[config.mk]
export PLATFORM = sky130hd
export DESIGN_NAME = clk_rate_gen
export DESIGN_NICKNAME = d
export VERILOG_FILES = /design/src/rtl/clk_rate_gen_pkg.sv /design/src/rtl/clk_rate_gen_div_ch.sv /design/src/rtl/clk_rate_gen.sv
export SDC_FILE = /design/constraint.sdc
export NUM_CORES = 1
export LEC_CHECK = 0
export CAP_MARGIN = 20
export CORE_ASPECT_RATIO = 1.5
export CORE_MARGIN = 1.5
export CORE_UTILIZATION = 51
export CTS_CLUSTER_SIZE = 8
export DETAILED_ROUTE_END_ITERATION = 7
export GPL_ROUTABILITY_DRIVEN = 0
export HOLD_SLACK_MARGIN = 0.12
export PLACE_DENSITY_LB_ADDON = 0.05
export SETUP_SLACK_MARGIN = 0.2
export SYNTH_ARGS = -nofsm -noshare
export SYNTH_HDL_FRONTEND = slang
export SYNTH_SLANG_ARGS = --single-unit
[constraint.sdc]
create_clock -name pll0_250MHz -period 1.42 [get_ports pll0_250MHz]
set_input_delay 0.142 -clock pll0_250MHz [delete_from_list [all_inputs] [get_ports pll0_250MHz]]
set_output_delay 0.142 -clock pll0_250MHz [all_outputs]
set_load 0.01 [all_outputs]
[src/rtl/clk_rate_gen_pkg.sv]
// clk_rate_pkg: divisor constants, debounce length and speed-select encoding for clk_rate_gen.
package clk_rate_pkg;
   localparam int DIV_25M      = 10;
   localparam int DIV_2M       = 125;
   localparam int DIV_31K      = 8000;
   localparam int DIV_250      = 125;
   localparam int DEBOUNCE_CYC = 2500000;
   typedef enum logic [1:0] {
      SEL_250HZ = 2'b00,
      SEL_25M   = 2'b01,
      SEL_31K   = 2'b10,
      SEL_2M    = 2'b11
   } speed_sel_t;
endpackage

[src/rtl/clk_rate_gen_div_ch.sv]
// clk_div_ch: enable-gated divide-by-N square wave, high for floor(N/2) enabled cycles, plus registered wrap pulse.
module clk_div_ch #(
   parameter int N = 10
) (
   input  logic pll0_250MHz,
   input  logic reset,
   input  logic en,
   output logic out,
   output logic wrap
);
   localparam int W = (N > 1) ? $clog2(N) : 1;
   localparam logic [W-1:0] HALF = W'(N / 2);
   localparam logic [W-1:0] LAST = W'(N - 1);
   logic [W-1:0] cnt;
   always_ff @(posedge pll0_250MHz) begin
      if (reset) begin
         cnt  <= '0;
         out  <= 1'b0;
         wrap <= 1'b0;
      end else begin
         wrap <= en && (cnt == LAST);
         if (en) begin
            cnt <= (cnt == LAST) ? '0 : cnt + 1'b1;
            out <= cnt < HALF;
         end
      end
   end
endmodule

[src/rtl/clk_rate_gen.sv]
// clk_rate_gen: CPU source clocks (25M/2M/31.25k/250Hz) and conditioned speed-select switches.
// Define SW_DEBOUNCE_EN to add the switch debounce counter; otherwise sw follows the synchroniser.
module clk_rate_gen
   import clk_rate_pkg::*;
#(
   parameter int DIV_25M_P = DIV_25M,
   parameter int DIV_2M_P  = DIV_2M,
   parameter int DIV_31K_P = DIV_31K,
   parameter int DIV_250_P = DIV_250
) (
   input  logic       pll0_250MHz,
   input  logic       reset,
   input  logic [1:0] sw_raw,
   output logic       MHz25,
   output logic       MHz2,
   output logic       KHz31,
   output logic       Hz250,
   output logic       tick31k,
   output speed_sel_t sw,
   output logic       sw_chg
);
   logic [1:0] s1, sw_s;
   logic [2:0] unused_wrap;
   clk_div_ch #(.N(DIV_25M_P)) u_25m (
      .pll0_250MHz(pll0_250MHz), .reset(reset), .en(1'b1), .out(MHz25), .wrap(unused_wrap[0])
   );
   clk_div_ch #(.N(DIV_2M_P)) u_2m (
      .pll0_250MHz(pll0_250MHz), .reset(reset), .en(1'b1), .out(MHz2), .wrap(unused_wrap[1])
   );
   clk_div_ch #(.N(DIV_31K_P)) u_31k (
      .pll0_250MHz(pll0_250MHz), .reset(reset), .en(1'b1), .out(KHz31), .wrap(tick31k)
   );
   // 250 Hz is cascaded off the 31.25 kHz tick to keep its counter narrow
   clk_div_ch #(.N(DIV_250_P)) u_250 (
      .pll0_250MHz(pll0_250MHz), .reset(reset), .en(tick31k), .out(Hz250), .wrap(unused_wrap[2])
   );
   always_ff @(posedge pll0_250MHz) begin
      if (reset) begin
         s1   <= SEL_2M;
         sw_s <= SEL_2M;
      end else begin
         s1   <= sw_raw;
         sw_s <= s1;
      end
   end
`ifdef SW_DEBOUNCE_EN
   localparam int DW = (DEBOUNCE_CYC > 1) ? $clog2(DEBOUNCE_CYC) : 1;
   localparam logic [DW-1:0] DB_LAST = DW'(DEBOUNCE_CYC - 1);
   logic [DW-1:0] db_cnt;
   // any return of sw_s to the accepted value restarts the stability window
   always_ff @(posedge pll0_250MHz) begin
      if (reset) begin
         db_cnt <= '0;
         sw     <= SEL_2M;
         sw_chg <= 1'b0;
      end else begin
         sw_chg <= 1'b0;
         if (sw_s == sw) begin
            db_cnt <= '0;
         end else if (db_cnt == DB_LAST) begin
            sw     <= speed_sel_t'(sw_s);
            sw_chg <= 1'b1;
            db_cnt <= '0;
         end else begin
            db_cnt <= db_cnt + 1'b1;
         end
      end
   end
`else
   always_ff @(posedge pll0_250MHz) begin
      if (reset) begin
         sw     <= SEL_2M;
         sw_chg <= 1'b0;
      end else begin
         sw     <= speed_sel_t'(sw_s);
         sw_chg <= sw_s != sw;
      end
   end
`endif
endmodule

Yosys cells after proc, flatten, opt, wreduce, memory -nomap -nowiden
Index checks and enable logic that the tools add are counted.
{ "totals": {"register_bits": 43, "in_bits": 4, "output_inout_bits": 8} }
{ "op_classes": {"addsub": 4, "magnitude_cmp": 4, "n_eq_ne": 5, "n_mux": 1, "reduce_logical": 3} }
{ "op_table": {"columns": ["op", "n"], "rows": [
  ["7-bit by 1-bit adder with 7-bit output (second input constant)", 2],
  ["7-bit equality test (second input constant)", 2],
  ["7-bit by 6-bit < comparator with 1-bit output (second input constant)", 2],
  ["13-bit by 1-bit adder with 13-bit output (second input constant)", 1],
  ["13-bit equality test (second input constant)", 1],
  ["13-bit by 12-bit < comparator with 1-bit output (second input constant)", 1],
  ["7-bit 2-to-1 mux", 1],
  ["2-bit OR reduction", 3],
  ["4-bit by 1-bit adder with 4-bit output (second input constant)", 1],
  ["4-bit equality test (second input constant)", 1],
  ["4-bit by 3-bit < comparator with 1-bit output (second input constant)", 1],
  ["2-bit inequality test", 1]
]} }

Longest topological paths before layout
{ "depth": {"word_depth": 2, "ltp_mapped": 6} }

Cells and area by module
From an unflattened synthesis, not the netlist that was laid out.
{ "hier_totals": {"cells_unflattened": 226, "area_unflattened_um2": 2037.0} }
{ "by_module_without_submodules": {"columns": ["module", "instances", "cells_per_inst", "area_each_um2"], "rows": [
  ["clk_div_ch (u_250 ...)", 2, 53, 461.7],
  ["clk_div_ch (u_31k)", 1, 76, 656.9],
  ["clk_div_ch (u_25m)", 1, 27, 252.7],
  ["clk_rate_gen", 1, 17, 203.9]
]} }

Least setup slack after synthesis
OpenSTA, ideal clock, no wires.
{ "synth_path": {"kind": "reg-to-reg", "startpoint": "register u_31k.cnt[0]", "endpoint": "register u_31k.cnt[11]", "setup_time_ns": 0.115, "arrival_time_ns": 1.216, "required_ns": 1.305, "path_slack_ns": 0.089, "stages_incl_launch_ff": 7, "n_path_buf": 1, "cell_sequence": "dfxtp_1 ha_1 nand2_1 nor3_2 a21o_1 buf_4 nor2_1"} }
{ "synth_via": {"elab_chain_cells": 2, "word_cells_on_any_way": 3} }
{ "synth_rtl": {"columns": ["element", "line", "rtl"], "rows": [
  ["from (decl)", "clk_rate_gen_div_ch.sv:14", "logic [W-1:0] cnt;"],
  ["from (signal assigned)", "clk_rate_gen_div_ch.sv:23", "cnt <= (cnt == LAST) ? '0 : cnt + 1'b1;"],
  ["parallel branches: the longest is 2 deep, another holds 13-bit by 1-bit adder with 13-bit output", null, null]
]} }
Several ways; the timed one is not identified.
A chain may end at the register's enable or synchronous reset.

Worst setup path in the final report
{ "layout_path": {"startpoint": "register u_31k.cnt[1]", "endpoint": "register u_31k.cnt[12]"} }
The elaborated chain is that of the path after synthesis.

==> impl_metrics.ini <==
[outcome]
outcome = finished clean

[placement]
dpl_cell_area_sq_um = 1968
hpwl_microns = 2032
port_buffers = 11

[pwr]
powerDensity_nw_per_um2 = 991.6
leakage_nw = 0.9297
power.internal_mw = 1.759
peakVddDrop_mv = 0.9042
switchingPower_mw = 0.5008
combPwrFrac_pct = 6.3
power.share.clock_pct = 37.5
sequentialPowerShare_pct = 56.2
p_sw_share_pct = 22.16

[floorplanning]
fp-row-count = 26
dieWidth_microns = 50.97
core_area_sq_um = 3351
start_util_pct = 52.54
die_area_sq_um = 3820
die_y_microns = 74.96
io_pins = 12

[route]
ant_nets = 0
initialDrtViolationCount = 33
dr.pass1.iters = 4
wire_per_inst_microns = 12.52
drc_errors = 0
wl_microns = 3269
vias = 1322
via_per_inst = 5.065

[logic_synthesis]
synthMuxAreaShare_pct = 2.345
yosysSeqAreaShare_pct = 48.90
synth_top_family_by_area = simple AND/OR/NAND/NOR gates
synth_xor_area_share_pct = 11.44
synthAdderAreaFrac_pct = 5.686
synthDistinctLibCells = 37
yosys_warnings = 0
synth_compound_area_share_pct = 4.691
synth_area_per_cell_sq_um = 9.516
ys_seq_elements = 43
synth_simple_gate_area_share_pct = 23.17
syn_area_sq_um = 1760
syn-num-nets = 197
netlist_instances = 185

[cts]
cts_tree = yes
clock_sinks = 43
clk_pin_slew_ns = 0.08
clock_latency_ns = 0.30
cts_buffers = 5
cts_buffer_depth = 2
htree_num_levels = 2
cts_root_buffer = clkbuf_8

[timing]
setup_violations = 0
max_slew_margin_pct = 78.67
rsz0062_at_grt = true
fin_hold_ws_ns = 0.4057
fin_crit_ns = 1.284
totalNegativeSetupSlack_ns = 0
clock_skew_ns = 0.006223
max_freq_mhz = 778.9
finalHoldViolations = 0
fin_crit_sh_pct = 90.41
tightest_slew_ns = 0.3165
maxSlewViolCount = 0

[worst_hold_path]
hp-class = in2reg
hp-start = sw_raw[1]

[finish]
regArea_sq_um = 884.6
nFillCells = 272
mostFrequentLayoutCells = nor2_1, dfxtp_1, buf_4, xnor2_1, dfxtp_2
final_common_cell = nor2_1
multi_input_area_sq_um = 933.4
final_net_count = 230
area_delta_synth_final_pct = 29.42
antennaDiodeCount = 0
layout-drive-gt1-share_pct = 31.05
stdcell_area_sq_um = 2278

[critical_path]
startpoint_type = flop
timing.critical_path.from = u_31k.cnt[1]
r2r_slack_ns = 0.14
crit_required_ns = 1.60
slowest_stage = dfxtp_2
path_max_fanout = 4
path_class = reg2reg
critPathCaptureType = flop
worst_path_largest_cell_delay_ns = 0.37
cp.arrival_ns = 1.47
path_cells = ha_4 -> nand2_4 -> nor3_4 -> mux2i_1 -> a31oi_1
reg2reg_from = u_31k.cnt[1]

[grt]
antenna_found_initial = 0
grt.total_usage_pct = 18.88
grt_use_met2_pct = 33.04
top_usage_layer = met2
grt_max_degree = 14
use_met1_pct = 19.07
overflow = 0
grt_pass1_wl_microns = 5230
grt_use_met3_pct = 6.548
grt_pass1_vias = 1234

[run]
drv_cap = 0
-- what timing repair did --
item                       CTS  global route
buffers inserted             6             7
gates cloned                 1             0
hold buffers                 0             0
hold endpoints to repair     0             0
pin swaps                    8            11
setup endpoints to repair   21            21
gates resized for setup     23            19
-- cell type report --
type	count	area share (%)
Clock buffer	7	4.228
Clock inverter	1	0.3295
Inverter	11	1.812
Multi-Input combinational cell	127	40.97
Sequential cell	43	38.82
Tap cell	42	2.306
Timing Repair Buffer	30	11.53
-- synthesized netlist by cell type (all sizes together) --
cell type	count	area share, %
nand2	9	1.9
nor3	7	2.3
o21ai	2	0.57
mux2i	3	1.7
inv	11	2.3
and3	2	0.71
nor3b	3	1.3
mux2	1	0.64
and4	1	0.50
a31o	1	0.50
nand3b	1	0.43
ha	8	5.7
nor4	1	0.71
and3b	1	0.50
xor2	10	5.0
a211oi	2	0.85
a21o	1	0.43
dfxtp	43	49
or3	1	0.36
a31oi	2	0.71
or2	6	2.1
a41o	1	0.57
nand3	11	4.1
buf	4	1.2
xnor2	13	6.5
and2	1	0.50
nand4	2	0.71
clkbuf	1	0.21
a21oi	3	1.1
nor2	33	7.0
-- flip-flops by register name, summed over array words and instances (netlist names), 2 cells and up --
| register | cells |
|---|---|
| s1 | 2 |
| u_250.cnt | 7 |
| sw_s | 2 |
| u_31k.cnt | 13 |
| u_2m.cnt | 7 |
| sw | 2 |
| u_25m.cnt | 4 |
-- stage by stage --
step | total power [mW] | setup WS, ns | std cells | utilization, %
after CTS | 2.285 | 0.1321 | 254 | 64.64
final | 2.259 | 0.1361 | 261 | 68.00
after floorplan | 1.373 | 0.2104 | 185 | -
after global routing | 2.370 | 0.09909 | 261 | 68.00
after global placement | 1.417 | 0.03754 | 239 | 58.74
after detailed placement | 1.426 | -0.004309 | 239 | 58.74
-- per-layer routing --
metal  share of wire (%)  wire length [microns]  vias up
met1                  41                   1324      628
met4                 2.3                     75        0
met3                 2.5                     83        6
met2                  55                   1786       13
met5                   0                      0        -
li1                    -                      -      675
-- power by group through the flow --
stage | sequential, mW | clock [mW] | combinational (mW)
global placement | 1.29 | 0 | 0.123
floorplan | 1.30 | 0 | 0.0770
global route | 1.27 | 0.932 | 0.163
detailed placement | 1.30 | 0 | 0.130
CTS | 1.27 | 0.879 | 0.137
finish | 1.27 | 0.847 | 0.143
-- path summary, 6_finish.rpt --
check | to | depth (start not counted)
worst max-delay path | u_31k.cnt[12] | 5
worst min-delay path | s1[1] | 2
worst max register to register | u_31k.cnt[12] | 5
worst min register to register | sw_s[1] | 1
-- worst max-delay path: cells and delay by family (launching register included) --
family	cells	cell delay (ns)
flip-flops	1	0.37
AND/OR/NAND/NOR	2	0.29
multiplexers	1	0.26
adder cells (fa/ha/maj)	1	0.16
AO/OA/AOI/OAI	1	0.10
-- cells by family (layout without fill, tap and decap cells) --
group / count (synthesis) / in the layout
XOR/XNOR: 23 / 23
AO/OA/AOI/OAI: 12 / 13
adder cells (fa/ha/maj): 8 / 8
multiplexers: 4 / 4
buffers and inverters: 16 / 49
flip-flops: 43 / 43
AND/OR/NAND/NOR: 79 / 79
Power figures use the tool's default switching activity.
